===== config.mk =====
export PLATFORM = sky130hd
export DESIGN_NAME = led_pattern_gen
export DESIGN_NICKNAME = d
export VERILOG_FILES = /design/src/rtl/led_pattern_pkg.sv /design/src/rtl/led_channel.sv /design/src/rtl/led_pattern_gen.sv
export SDC_FILE = /design/constraint.sdc
export NUM_CORES = 1
export LEC_CHECK = 0
export ABC_AREA = 1
export BUFFER_PORTS_ARGS = -buffer_cell sky130_fd_sc_hd__buf_2
export CORE_MARGIN = 3
export CORE_UTILIZATION = 47
export DETAILED_ROUTE_END_ITERATION = 8
export MAX_ROUTING_LAYER = met4
export SETUP_SLACK_MARGIN = 0.4
export SLEW_MARGIN = 20
export SYNTH_ARGS = -nofsm -noshare
export SYNTH_HDL_FRONTEND = slang
export SYNTH_SLANG_ARGS = --single-unit

===== constraint.sdc =====
create_clock -name clk100 -period 2.75 [get_ports clk100]
set_input_delay 0.1375 -clock clk100 [delete_from_list [all_inputs] [get_ports clk100]]
set_output_delay 0.1375 -clock clk100 [all_outputs]
set_load 0.1 [all_outputs]

===== src/rtl/led_pattern_pkg.sv =====
// Shared types for the LED pattern generator: channel mode encoding.
package led_pattern_pkg;

    localparam int MODE_W = 2;

    typedef enum logic [MODE_W-1:0] {
        OFF     = 2'd0,
        ON      = 2'd1,
        BLINK   = 2'd2,
        ONESHOT = 2'd3
    } mode_e;

endpackage


===== src/rtl/led_channel.sv =====
// One LED channel: mode FSM, half-period counter, registered LED drive and
// a one-cycle toggle strobe aligned with the LED output.
module led_channel
    import led_pattern_pkg::*;
#(
    parameter int CNT_W        = 27,
    parameter int DEFAULT_HALF = 100_000_000
) (
    input  logic              clk100,
    input  logic              rst,
    input  logic              load,
    input  logic [MODE_W-1:0] load_mode,
    input  logic [CNT_W-1:0]  load_half,
    output logic              led,
    output logic              toggle_pulse
);

    mode_e            mode, mode_nxt;
    logic [CNT_W-1:0] half, half_nxt;
    logic [CNT_W-1:0] cnt, cnt_nxt;
    logic             led_int, led_int_nxt;
    logic             tc;

    assign tc = (cnt == half - CNT_W'(1));

    always_ff @(posedge clk100) begin
        if (rst) begin
            mode         <= BLINK;
            half         <= CNT_W'(DEFAULT_HALF);
            cnt          <= '0;
            led_int      <= 1'b0;
            led          <= 1'b0;
            toggle_pulse <= 1'b0;
        end else begin
            mode         <= mode_nxt;
            half         <= half_nxt;
            cnt          <= cnt_nxt;
            led_int      <= led_int_nxt;
            led          <= led_int;
            toggle_pulse <= led_int ^ led;
        end
    end

    // A zero half-period would never reach terminal count; treat it as 1.
    always_comb begin
        mode_nxt = mode;
        half_nxt = half;
        if (load) begin
            mode_nxt = mode_e'(load_mode);
            half_nxt = (load_half == '0) ? CNT_W'(1) : load_half;
        end else if (mode == ONESHOT && tc) begin
            mode_nxt = OFF;
        end
    end

    always_comb begin
        cnt_nxt     = '0;
        led_int_nxt = led_int;
        if (load) begin
            led_int_nxt = (mode_e'(load_mode) != OFF);
        end else begin
            case (mode)
                OFF: led_int_nxt = 1'b0;
                ON:  led_int_nxt = 1'b1;
                BLINK: begin
                    if (tc) led_int_nxt = ~led_int;
                    else    cnt_nxt     = cnt + CNT_W'(1);
                end
                ONESHOT: begin
                    if (tc) begin
                        led_int_nxt = 1'b0;
                    end else begin
                        led_int_nxt = 1'b1;
                        cnt_nxt     = cnt + CNT_W'(1);
                    end
                end
                default: led_int_nxt = 1'b0;
            endcase
        end
    end

endmodule


===== src/rtl/led_pattern_gen.sv =====
// Multi-channel LED pattern generator: config decode, out-of-range error
// strobe, and an array of independent channel engines.
module led_pattern_gen
    import led_pattern_pkg::*;
#(
    parameter int NUM_CH       = 4,
    parameter int CNT_W        = 27,
    parameter int DEFAULT_HALF = 100_000_000,
    localparam int CH_W        = (NUM_CH > 1) ? $clog2(NUM_CH) : 1
) (
    input  logic              clk100,
    input  logic              rst,
    input  logic              cfg_valid,
    output logic              cfg_ready,
    input  logic [CH_W-1:0]   cfg_ch,
    input  logic [MODE_W-1:0] cfg_mode,
    input  logic [CNT_W-1:0]  cfg_half,
    output logic              cfg_err,
    output logic [NUM_CH-1:0] led,
    output logic [NUM_CH-1:0] toggle_pulse
);

    logic accept;
    logic in_range;

    assign cfg_ready = ~rst;
    assign accept    = cfg_valid & cfg_ready;
    assign in_range  = (32'(cfg_ch) < 32'(NUM_CH));

    // Out-of-range channels are still accepted; they only raise the strobe.
    always_ff @(posedge clk100) begin
        if (rst) cfg_err <= 1'b0;
        else     cfg_err <= accept & ~in_range;
    end

    for (genvar i = 0; i < NUM_CH; i++) begin : g_ch
        led_channel #(
            .CNT_W        (CNT_W),
            .DEFAULT_HALF (DEFAULT_HALF)
        ) u_ch (
            .clk100       (clk100),
            .rst          (rst),
            .load         (accept && (cfg_ch == CH_W'(i))),
            .load_mode    (cfg_mode),
            .load_half    (cfg_half),
            .led          (led[i]),
            .toggle_pulse (toggle_pulse[i])
        );
    end

endmodule

==> results.py, run 1 <==
metrics = {
    "critical_path": {
        "crit_end": "g_ch[1].u_ch.led_int$_SDFFE_PP0P_",
        "worst-path-stages": 15,
        "rr_startpoint": "g_ch[1].u_ch.half[1]$_SDFFE_PP0P_",
        "arrival_ns": 2.66,
        "cp_common_cell": "nor2_1",
        "max_stage_delay_ns": 0.31,
        "reg2reg_depth": 15,
        "worstSetupPathType": "reg2reg",
        "cp.required_ns": 3.18,
        "crit_slowest_cell": "dfxtp_1",
        "cp-end-kind": "register",
        "crit_path_max_fanout": 5,
        "reg2reg_setup_slack_ns": 0.52,
        "critPathLaunchType": "register",
        "worst_path_dominant_cell_family": "simple AND/OR/NAND/NOR gates",
        "critPathLaunch": "g_ch[1].u_ch.half[1]$_SDFFE_PP0P_",
        "path_cells": "inv_1 -> ha_4 -> nand3_4 -> nor2_4 -> buf_4 -> xor2_2 -> nand3_1 -> nor2_1 -> nand3_1 -> nor2_4 -> nand2_4 -> nand3_2 -> nand2_1 -> nor2_1 -> nor2_1",
        "path_buf_inv": 2,
        "r2r-end": "g_ch[1].u_ch.led_int$_SDFFE_PP0P_",
    },
    "logic_synthesis": {
        "syn-cell-area_um2": 14000,
        "synth.top_cell.area_share_pct": 33.7,
        "synth-main-ff-cell": "dfxtp_1",
        "async_flop_share_pct": 0,
        "synth-edff-count": 0,
        "syn_inst": 2129,
        "ys_seq_area_share_pct": 33.7,
        "synth_most_common_cell": "nand2_1",
        "synthDistinctLibCells": 46,
        "synth_area_leaders": "dfxtp_1 34%, nand2_1 14%, nor2_1 9.0%",
        "yosys_warnings": 0,
        "ys_ff_latch": 236,
        "synthTopCellsByCount": "520 x nand2_1, 335 x nor2_1, 241 x inv_1, 236 x dfxtp_1, 132 x nand3_1",
        "yosys.area.top_type": "dfxtp_1",
        "synth_nets": 2171,
        "avgSynthCellArea_um2": 6.59,
    },
    "placed_design": {
        "placed_cell_area_um2": 14500,
        "dp.cells": 2510,
        "place_congestion": 0.893,
        "port_buffers": 42,
        "place_worst_setup_slack_ns": 0.243,
        "dp_hpwl_um": 28900,
    },
    "sta": {
        "relSlewSlack_pct": 41.0,
        "fin_skew_ns": 0.0149,
        "setup-violations-final": 0,
        "worstMarginPinSlew_ns": 0.881,
        "setup-tns-final_ns": 0,
        "drv_slew": 0,
        "max_clock_freq_ghz": 0.449,
        "rsz0062_at_grt": "yes",
        "fin_ws_ns": 0.522,
        "period_minus_slack_ns": 2.23,
        "finalHoldViolations": 0,
        "timing.final.crit_share_pct": 81.0,
        "fin_hold_ws_ns": 0.00925,
    },
    "clock_network": {
        "ctsRootBufferMaster": "clkbuf_16",
        "cts_tree": "done",
        "cts_buffers": 27,
        "clk_latency_ns": 0.54,
        "path_clk_slew_ns": 0.06,
        "clock_sinks": 236,
        "htree_levels": 1,
        "clockBufferDepth": 3,
    },
    "power": {
        "clockPowerShare_pct": 46.6,
        "switchingPower_mw": 2.28,
        "power_frac_comb_pct": 11.7,
        "power_density_nw_per_um2": 525,
        "p_int_mw": 6.41,
        "leakage_nw": 7.22,
        "seq_power_share_pct": 41.7,
        "swShare_pct": 26.3,
        "total_power_mw": 8.69,
        "ir_drop_mv": 0.417,
    },
    "run": {
        "maxCapViolations": 0,
    },
    "cells_and_area": {
        "final_cell_area_um2": 16600,
        "area_growth_pct": 18.0,
        "drive_gt1_share_pct": 14.1,
        "fin_util_pct": 56.9,
        "diodes": 0,
        "nNetsFinal": 2245,
        "stdcell_count": 2607,
    },
    "global_route": {
        "grt_pass1_vias": 12200,
        "grt_overflow": 0,
        "grt_max_degree": 100,
        "grt_pass1_wl_um": 63100,
        "antenna_found_initial": 0,
        "track_usage_pct": 25.2,
    },
    "detailed_routing": {
        "routed_wl_um": 40000,
        "drcViolationCount": 0,
        "antenna_left": 0,
        "wl_per_cell_um": 15.3,
        "vias": 13500,
        "viasPerCell": 5.18,
        "dr.pass1.iters": 5,
        "dr.first_iter.drc_count": 973,
    },
    "worst_hold_path": {
        "hp-class": "in2reg",
    },
    "floorplan": {
        "core.rowCount": 62,
        "die_x_um": 179,
        "die-area_um2": 31900,
        "io_pins": 44,
        "dieHeight_um": 179,
        "initial_core_util_pct": 48.2,
        "core_um2": 29100,
    },
    "outcome": {
        "status": "completed",
    },
}
## cells in the final DEF (no fill, tap or decap), drive strengths merged, types with 32 or more instances in the layout
cell / count
xor2: 90
inv: 249
nand3: 147
dfxtp: 236
nand2: 531
o21ai: 113
xnor2: 44
clkbuf: 32
buf: 79
a21oi: 103
nor2: 367
nand4: 38
## timing repair
action	CTS	global route
setup buffers	4	22
gates cloned	3	4
hold buffers	15	0
endpoints found under the hold margin	43	0
pin swaps	2	31
setup endpoints to repair	86	120
gates resized for setup	11	131
## area by class of cell
class | instances | area [µm²]
clock buffer | 31 | 721
clock inverter | 18 | 289
fill | 2871 | 12500
inverter | 249 | 935
multi-input combinational | 1594 | 8700
sequential | 236 | 4740
tap | 384 | 480
timing repair buffer | 95 | 692
## cells by family (layout without fill, tap and decap cells)
family,Yosys count,in the layout,share of synthesized area [%]
compound gates,250,250,9.55
xor+xnor,139,139,9.18
fa+ha+maj,8,8,0.714
buf+inv,305,393,8.73
flops,236,236,33.7
other cells,1,1,0.0267
simple gates,1190,1196,38.1
## power by group through the flow
| stage | logic (mW) | clock network, mW | registers (mW) |
|---|---|---|---|
| global route | 1.12 | 4.25 | 3.63 |
| global placement | 0.849 | 0 | 3.69 |
| finish | 1.02 | 4.05 | 3.62 |
| detailed placement | 0.861 | 0 | 3.69 |
| floorplan | 0.655 | 0 | 3.65 |
| CTS | 0.914 | 4.13 | 3.61 |
## flip-flops by register name, indices dropped and copies added (netlist names)
signal / cells
g_ch.u_ch.mode: 8
g_ch.u_ch.led_int: 4
g_ch.u_ch.half: 108
g_ch.u_ch.cnt: 108
g_ch.u_ch.led: 4
g_ch.u_ch.toggle_pulse: 4
## how the worst min path moves through the flow
stage | cells after the start | to | slack [ns] | start
3_3_place_gp | 3 | g_ch[1].u_ch.half[8]$_SDFFE_PP1P_ | 0.40 | cfg_half[8]
6_report | 3 | g_ch[3].u_ch.half[17]$_SDFFE_PP0P_ | 0.009 | cfg_half[17]
3_5_place_dp | 3 | g_ch[0].u_ch.mode[1]$_SDFFE_PP1P_ | 0.41 | cfg_mode[1]
2_1_floorplan | 2 | g_ch[2].u_ch.half[21]$_SDFFE_PP1P_ | 0.25 | cfg_half[21]
4_1_cts | 3 | g_ch[2].u_ch.half[4]$_SDFFE_PP0P_ | 0.002 | cfg_half[4]
5_1_grt | 3 | g_ch[3].u_ch.half[17]$_SDFFE_PP0P_ | 0.004 | cfg_half[17]
## routing by layer
layer  wire (µm)  global-route usage (%)  part of all wire, %
met4        1610                    9.06                  4.0
met1       19800                    35.6                   50
met5           0                       -                    0
met3        1560                    2.46                  3.9
met2       17000                    37.5                   43
## worst register-to-register path: cells and delay by family (launching register included)
family                   cells  cell delay (ns)
XOR/XNOR                     1             0.15
flip-flops                   1             0.31
buffers and inverters        2             0.27
AND/OR/NAND/NOR             11             1.23
adder cells (fa/ha/maj)      1             0.17
(Power assumes the default switching activity.)
==> run 2, diff against run 1 <==
--- a/config.mk
+++ b/config.mk
@@ -5,7 +5,7 @@
 export SDC_FILE = /design/constraint.sdc
 export NUM_CORES = 1
 export LEC_CHECK = 0
-export ABC_AREA = 1
+export ABC_AREA = 0
 export BUFFER_PORTS_ARGS = -buffer_cell sky130_fd_sc_hd__buf_2
 export CORE_MARGIN = 3
 export CORE_UTILIZATION = 47
==> constraint.sdc (replaced) <==
create_clock -name clk100 -period 2.2 [get_ports clk100]
set_input_delay 0.11 -clock clk100 [delete_from_list [all_inputs] [get_ports clk100]]
set_output_delay 0.11 -clock clk100 [all_outputs]
set_load 0.1 [all_outputs]
==> run 2 against run 1 <==
- the flow now finishes with violations (setup timing)
- clock-buffer cell count rose by 7
- design area rose by 14%
- register-to-register slack got worse by 1.6 ns
- highest routed layer unchanged
- critical endpoint is now g_ch[2].u_ch.cnt[5]$_SDFF_PP0_
- final cell count fell by 5.8%
==> results.py, run 2 <==
metrics = {
    "clock_network": {
        "clock_sinks": 236,
        "clockBufferDepth": 3,
        "clk_latency_ns": 0.54,
        "ctsRootBufferMaster": "clkbuf_16",
        "htree_levels": 1,
        "cts_buffers": 27,
        "cts_tree": "done",
        "path_clk_slew_ns": 0.06,
    },
    "cells_and_area": {
        "nNetsFinal": 2104,
        "drive_gt1_share_pct": 32.5,
        "final_cell_mix": "325 x buf_4, 275 x nand2_1, 218 x dfxtp_1",
        "stdcell_count": 2455,
        "top_regs": "g_ch.u_ch.cnt (108), g_ch.u_ch.half (108), g_ch.u_ch.mode (8)",
        "fin_util_pct": 69.3,
        "final_common_cell": "buf_4",
        "area_growth_pct": 43.8,
    },
    "floorplan": {
        "io_pins": 44,
        "initial_core_util_pct": 48.2,
        "dieHeight_um": 173,
        "die-area_um2": 30000,
        "core_um2": 27300,
        "die_x_um": 173,
        "core.rowCount": 60,
    },
    "power": {
        "leakage_nw": 7.21,
        "power_frac_comb_pct": 14.0,
        "seq_power_share_pct": 43.2,
        "total_power_mw": 10.3,
        "swShare_pct": 25.7,
        "clockPowerShare_pct": 42.8,
        "p_int_mw": 7.64,
        "power_density_nw_per_um2": 544,
        "switchingPower_mw": 2.65,
        "ir_drop_mv": 0.704,
    },
    "global_route": {
        "grt_pass1_vias": 13300,
        "antenna_found_initial": 2,
        "grt_max_degree": 74,
        "track_usage_pct": 28.0,
        "grt_overflow": 0,
        "grt_pass1_wl_um": 67800,
    },
    "sta": {
        "drv_slew": 0,
        "max_clock_freq_ghz": 0.308,
        "setup-tns-final_ns": -86.40,
        "finalHoldViolations": 0,
        "fin_ws_ns": -1.05,
        "relSlewSlack_pct": 45.5,
        "timing.final.crit_share_pct": 148,
        "rsz0062_at_grt": "yes",
        "period_minus_slack_ns": 3.25,
        "worstMarginPinSlew_ns": 0.818,
        "fin_skew_ns": 0.00762,
        "setup-violations-final": 120,
    },
    "placed_design": {
        "place_congestion": 0.917,
        "place_worst_setup_slack_ns": -1.07,
        "dp.cells": 2329,
        "dp_hpwl_um": 30000,
        "port_buffers": 42,
    },
    "detailed_routing": {
        "dr.pass1.iters": 5,
        "dr.first_iter.drc_count": 833,
        "viasPerCell": 5.53,
        "drcViolationCount": 0,
        "antenna_left": 0,
        "vias": 13600,
        "wl_per_cell_um": 17.3,
        "routed_wl_um": 42500,
    },
    "logic_synthesis": {
        "synthTopCellsByCount": "277 x nand2_1, 236 x dfxtp_1, 170 x nor2_1, 129 x xnor2_1, 107 x nand3_1",
        "synth-main-ff-cell": "dfxtp_1",
        "synthDistinctLibCells": 72,
        "syn_inst": 1695,
        "syn-cell-area_um2": 13100,
        "ys_seq_area_share_pct": 35.9,
        "yosys.area.top_type": "dfxtp_1",
        "async_flop_share_pct": 0,
        "ys_ff_latch": 236,
        "synth_area_leaders": "dfxtp_1 36%, xnor2_1 8.6%, nand2_1 7.9%",
        "avgSynthCellArea_um2": 7.75,
        "synth-edff-count": 0,
        "yosys_warnings": 0,
        "synth_most_common_cell": "nand2_1",
        "synth_nets": 1737,
        "synth.top_cell.area_share_pct": 35.9,
    },
    "critical_path": {
        "worstSetupPathType": "reg2reg",
        "crit_path_max_fanout": 7,
        "reg2reg_setup_slack_ns": -1.05,
        "cp.required_ns": 2.63,
        "arrival_ns": 3.68,
        "critPathLaunch": "g_ch[2].u_ch.half[10]$_SDFFE_PP0P_",
        "rr_startpoint": "g_ch[2].u_ch.half[10]$_SDFFE_PP0P_",
        "cp-end-kind": "register",
        "critPathLaunchType": "register",
    },
    "outcome": {
        "status": "finished, violations left",
        "violations": "setup timing",
    },
    "run": {
        "maxCapViolations": 0,
    },
    "worst_hold_path": {
        "min_from": "rst",
        "hp-class": "in2reg",
    },
}
==> run 2: cell count changes in the layout (fill, tap and decap cells not counted), sizes merged, moves of 22 or more <==
cell and delta:
nand3 -40, a21oi -27, nor4 +28, nor2 -197, and3 +22, xnor2 +85, o21ai -79, buf +326
nand2 -254, or3 +23, inv -224, or4 +24, nor3 +49
==> run 2: critical path: stages, from the launching register on <==
cell and delay, ns:
dfxtp_2 0.32, or4_4 0.53, buf_4 0.15, or3_1 0.37, a2111oi_1 0.34, a41o_1 0.16
o22ai_1 0.07, or4b_4 0.55, buf_6 0.14, o21ai_4 0.17, buf_12 0.15, buf_16 0.15
nor2_2 0.05
==> run 2: per-layer routing <==
| metal | global-route usage (%) | part of all wire [%] | up-vias |
|---|---|---|---|
| met2 | 48.3 | 49 | 352 |
| met3 | 4.27 | 5.4 | 90 |
| met5 | - | 0 | - |
| met1 | 33.8 | 42 | 6460 |
| met4 | 8.75 | 3.5 | 0 |
| li1 | - | - | 6662 |
==> run 2: cells by family (layout without fill, tap and decap cells) <==
kind of cell | after synthesis | in the layout | share of synthesized area [%]
other | 1 | 3 | 0.0285
AOI/OAI and AO/OA | 212 | 212 | 10.5
buffers and inverters | 122 | 508 | 3.82
xor gates and xnor gates | 231 | 231 | 15.4
adders and majority gates | 8 | 8 | 0.762
DFF | 236 | 236 | 35.9
and+or+nand+nor | 877 | 877 | 32.9
muxes | 8 | 8 | 0.638
==> run 2: final timing paths <==
| path | end | depth (start not counted) |
|---|---|---|
| min | g_ch[0].u_ch.half[19]$_SDFFE_PP0P_ | 3 |
| max | g_ch[2].u_ch.cnt[5]$_SDFF_PP0_ | 12 |
| min reg2reg | g_ch[3].u_ch.half[26]$_SDFFE_PP1P_ | 2 |
| max reg2reg | g_ch[2].u_ch.cnt[5]$_SDFF_PP0_ | 12 |
==> run 2: per-stage QoR <==
step	instance area, µm²	hold WS (ns)
floorplan	13500	0.213
global placement	16200	0.417
detailed placement	16200	0.423
CTS	18100	0.0190
global route	18900	0.0362
finish	18900	0.0360
==> run 2: cell type report <==
| type | instances | area, µm² |
|---|---|---|
| clock inverters | 10 | 106 |
| repair buffers | 434 | 3630 |
| fillers | 2229 | 8350 |
| diodes | 2 | 5.00 |
| clock buffers | 38 | 757 |
| flip-flops and latches | 236 | 4750 |
| well taps | 372 | 465 |
| multi-input cells | 1337 | 9090 |
| inverters | 26 | 97.6 |
==> run 2: power groups by stage <==
stage	clock network [mW]	registers, mW	logic (mW)
floorplan	0	4.54	0.625
global placement	0	4.53	1.12
detailed placement	0	4.53	1.13
CTS	4.48	4.44	1.31
global route	4.68	4.45	1.54
finish	4.41	4.44	1.44
==> run 2: repair_timing <==
action	CTS	global route
hold buffers	28	0
endpoints found under the hold margin	110	0
endpoints found under the setup margin	120	120
pin swaps	24	45
gates cloned	10	1
resized for setup	83	164
setup buffers	31	6
==> run 3, diff against run 2 <==
--- a/config.mk
+++ b/config.mk
@@ -6,10 +6,10 @@
 export NUM_CORES = 1
 export LEC_CHECK = 0
 export ABC_AREA = 0
-export BUFFER_PORTS_ARGS = -buffer_cell sky130_fd_sc_hd__buf_2
 export CORE_MARGIN = 3
 export CORE_UTILIZATION = 47
 export DETAILED_ROUTE_END_ITERATION = 8
+export DONT_BUFFER_PORTS = 1
 export MAX_ROUTING_LAYER = met4
 export SETUP_SLACK_MARGIN = 0.4
 export SLEW_MARGIN = 20
==> run 3 against run 2 <==
- critical endpoint is now g_ch[2].u_ch.cnt[8]$_SDFF_PP0_
- critical path type unchanged
- utilization down 0.63 points
- maximum frequency fell by 0.22%
- wire length grew 5.6%
- largest power group is now clock
- worst setup slack lost 0.0073 ns
- the run still ends with setup timing left
- register-to-register slack about the same
- via count is 0.73% higher
- clock skew rose by 0.0057 ns
==> results.py, run 3 (synthesis results as in run 2) <==
metrics = {
    "clock_network": {
        "cts_tree": "done",
        "clock_sinks": 236,
        "ctsRootBufferMaster": "clkbuf_16",
        "clk_latency_ns": 0.55,
        "path_clk_slew_ns": 0.06,
        "htree_levels": 1,
        "cts_buffers": 28,
        "clockBufferDepth": 3,
    },
    "critical_path": {
        "worstSetupPathType": "reg2reg",
        "crit_path_max_fanout": 7,
        "critPathLaunchType": "register",
        "cp-end-kind": "register",
        "cp.required_ns": 2.63,
        "arrival_ns": 3.69,
    },
    "detailed_routing": {
        "wl_per_cell_um": 18.5,
        "drcViolationCount": 0,
        "routed_wl_um": 44900,
        "viasPerCell": 5.65,
        "antenna_left": 0,
        "dr.pass1.iters": 7,
        "dr.first_iter.drc_count": 988,
        "vias": 13700,
    },
    "floorplan": {
        "io_pins": 44,
        "core.rowCount": 60,
        "die_x_um": 173,
        "dieHeight_um": 173,
        "die-area_um2": 30000,
        "initial_core_util_pct": 48.2,
        "core_um2": 27300,
    },
    "sta": {
        "timing.final.crit_share_pct": 148,
        "worstMarginPinSlew_ns": 0.915,
        "setup-tns-final_ns": -93.20,
        "fin_ws_ns": -1.06,
        "max_clock_freq_ghz": 0.307,
        "finalHoldViolations": 0,
        "relSlewSlack_pct": 38.2,
        "setup-violations-final": 120,
        "period_minus_slack_ns": 3.26,
        "drv_slew": 0,
        "rsz0062_at_grt": "yes",
        "fin_skew_ns": 0.0133,
    },
    "outcome": {
        "status": "finished, violations left",
        "violations": "setup timing",
    },
    "power": {
        "power_density_nw_per_um2": 552,
        "leakage_nw": 7.12,
        "ir_drop_mv": 0.675,
    },
    "global_route": {
        "grt_overflow": 0,
        "antenna_found_initial": 1,
        "track_usage_pct": 29.5,
        "grt_pass1_vias": 13300,
        "grt_max_degree": 69,
        "grt_pass1_wl_um": 70300,
    },
    "placed_design": {
        "port_buffers": 0,
        "dp_hpwl_um": 29700,
        "place_congestion": 0.943,
    },
    "worst_hold_path": {
        "hp-class": "in2reg",
    },
    "cells_and_area": {
        "fin_util_pct": 68.7,
        "drive_gt1_share_pct": 30.3,
        "final_common_cell": "buf_4",
        "nFillCells": 2281,
        "top_regs": "g_ch.u_ch.cnt (108), g_ch.u_ch.half (108), g_ch.u_ch.mode (8)",
        "final_cell_mix": "320 x buf_4, 274 x nand2_1, 223 x dfxtp_1",
        "area_growth_pct": 42.5,
        "nNetsFinal": 2068,
    },
    "run": {
        "maxCapViolations": 0,
    },
}
-- run 3: cell types whose count changed in the layout (fill, tap and decap cells not counted), moves of 3 or more --
cell / delta
buf_2: -42
dlygate4sd3_1: +7
dfxtp_2: -6
nor3_2: -6
buf_4: -5
dfxtp_1: +5
nor2_1: +5
nor2_4: -4
nor3_1: +4
clkbuf_16: +3
clkinv_2: +3
o21ai_1: +3
-- run 3: power by group --
| group | total (mW) | internal, mW | switching [mW] |
|---|---|---|---|
| logic | 1.40 | 0.643 | 0.762 |
| clock network | 4.49 | 2.64 | 1.85 |
| registers | 4.44 | 4.36 | 0.0780 |
-- run 3: metal layers --
metal  share of wire, %  vias up  global-route usage, %
li1                   -     6610                      -
met1                 41     6560                   35.2
met2                 48      376                   49.4
met3                6.4      117                   5.56
met4                4.4        0                   11.5
met5                  0        -                      -
-- run 3: final timing paths --
check | start | slack (ns) | cells past startpoint | endpoint
worst min-delay path | rst | 0.05 | 5 | g_ch[2].u_ch.cnt[10]$_SDFF_PP0_
worst min register to register | g_ch[1].u_ch.half[1]$_SDFFE_PP0P_ | 0.48 | 2 | g_ch[1].u_ch.half[1]$_SDFFE_PP0P_
worst max-delay path | g_ch[2].u_ch.half[1]$_SDFFE_PP0P_ | -1.06 | 13 | g_ch[2].u_ch.cnt[8]$_SDFF_PP0_
worst max register to register | g_ch[2].u_ch.half[1]$_SDFFE_PP0P_ | -1.06 | 13 | g_ch[2].u_ch.cnt[8]$_SDFF_PP0_
-- run 3: layout make-up --
cell class	count	area (µm²)	area share, %
Timing Repair Buffer	397	3500	18.7
Tap cell	372	465	2.49
Sequential cell	236	4750	25.3
Clock inverter	11	83.8	0.448
Clock buffer	38	800	4.27
Inverter	26	103	0.548
Multi-Input combinational cell	1337	9020	48.2
Antenna cell	1	2.50	0.0134
-- run 3: repair_timing --
action	in CTS	in global routing
setup endpoints to repair	120	121
endpoints found under the hold margin	131	0
buffers inserted	26	8
pin swaps	42	38
cloned	8	2
hold buffers	37	0
resized for setup	94	133
-- run 3: through the flow --
step / area [µm²] / std cells / setup slack (ns) / power, mW / hold WS, ns
floorplan: 13500 / 1695 / -1.03 / 5.17 / 0.213
global placement: 16000 / 2287 / -1.02 / 5.52 / 0.188
detailed placement: 16000 / 2287 / -1.09 / 5.54 / 0.191
CTS: 18100 / 2407 / -0.998 / 10.3 / 0.0106
global route: 18700 / 2417 / -1.20 / 10.7 / 0.0582
finish: 18700 / 2418 / -1.06 / 10.3 / 0.0503
-- run 3: critical path: stages (launching register included) --
cell,delay (ns)
dfxtp_4,0.36
inv_4,0.06
ha_4,0.12
or3b_4,0.39
or4_4,0.45
xnor2_2,0.16
nand4_1,0.13
nor4_1,0.27
or4b_4,0.51
buf_6,0.14
o21ai_4,0.22
buf_6,0.14
buf_12,0.14
nor2_4,0.04
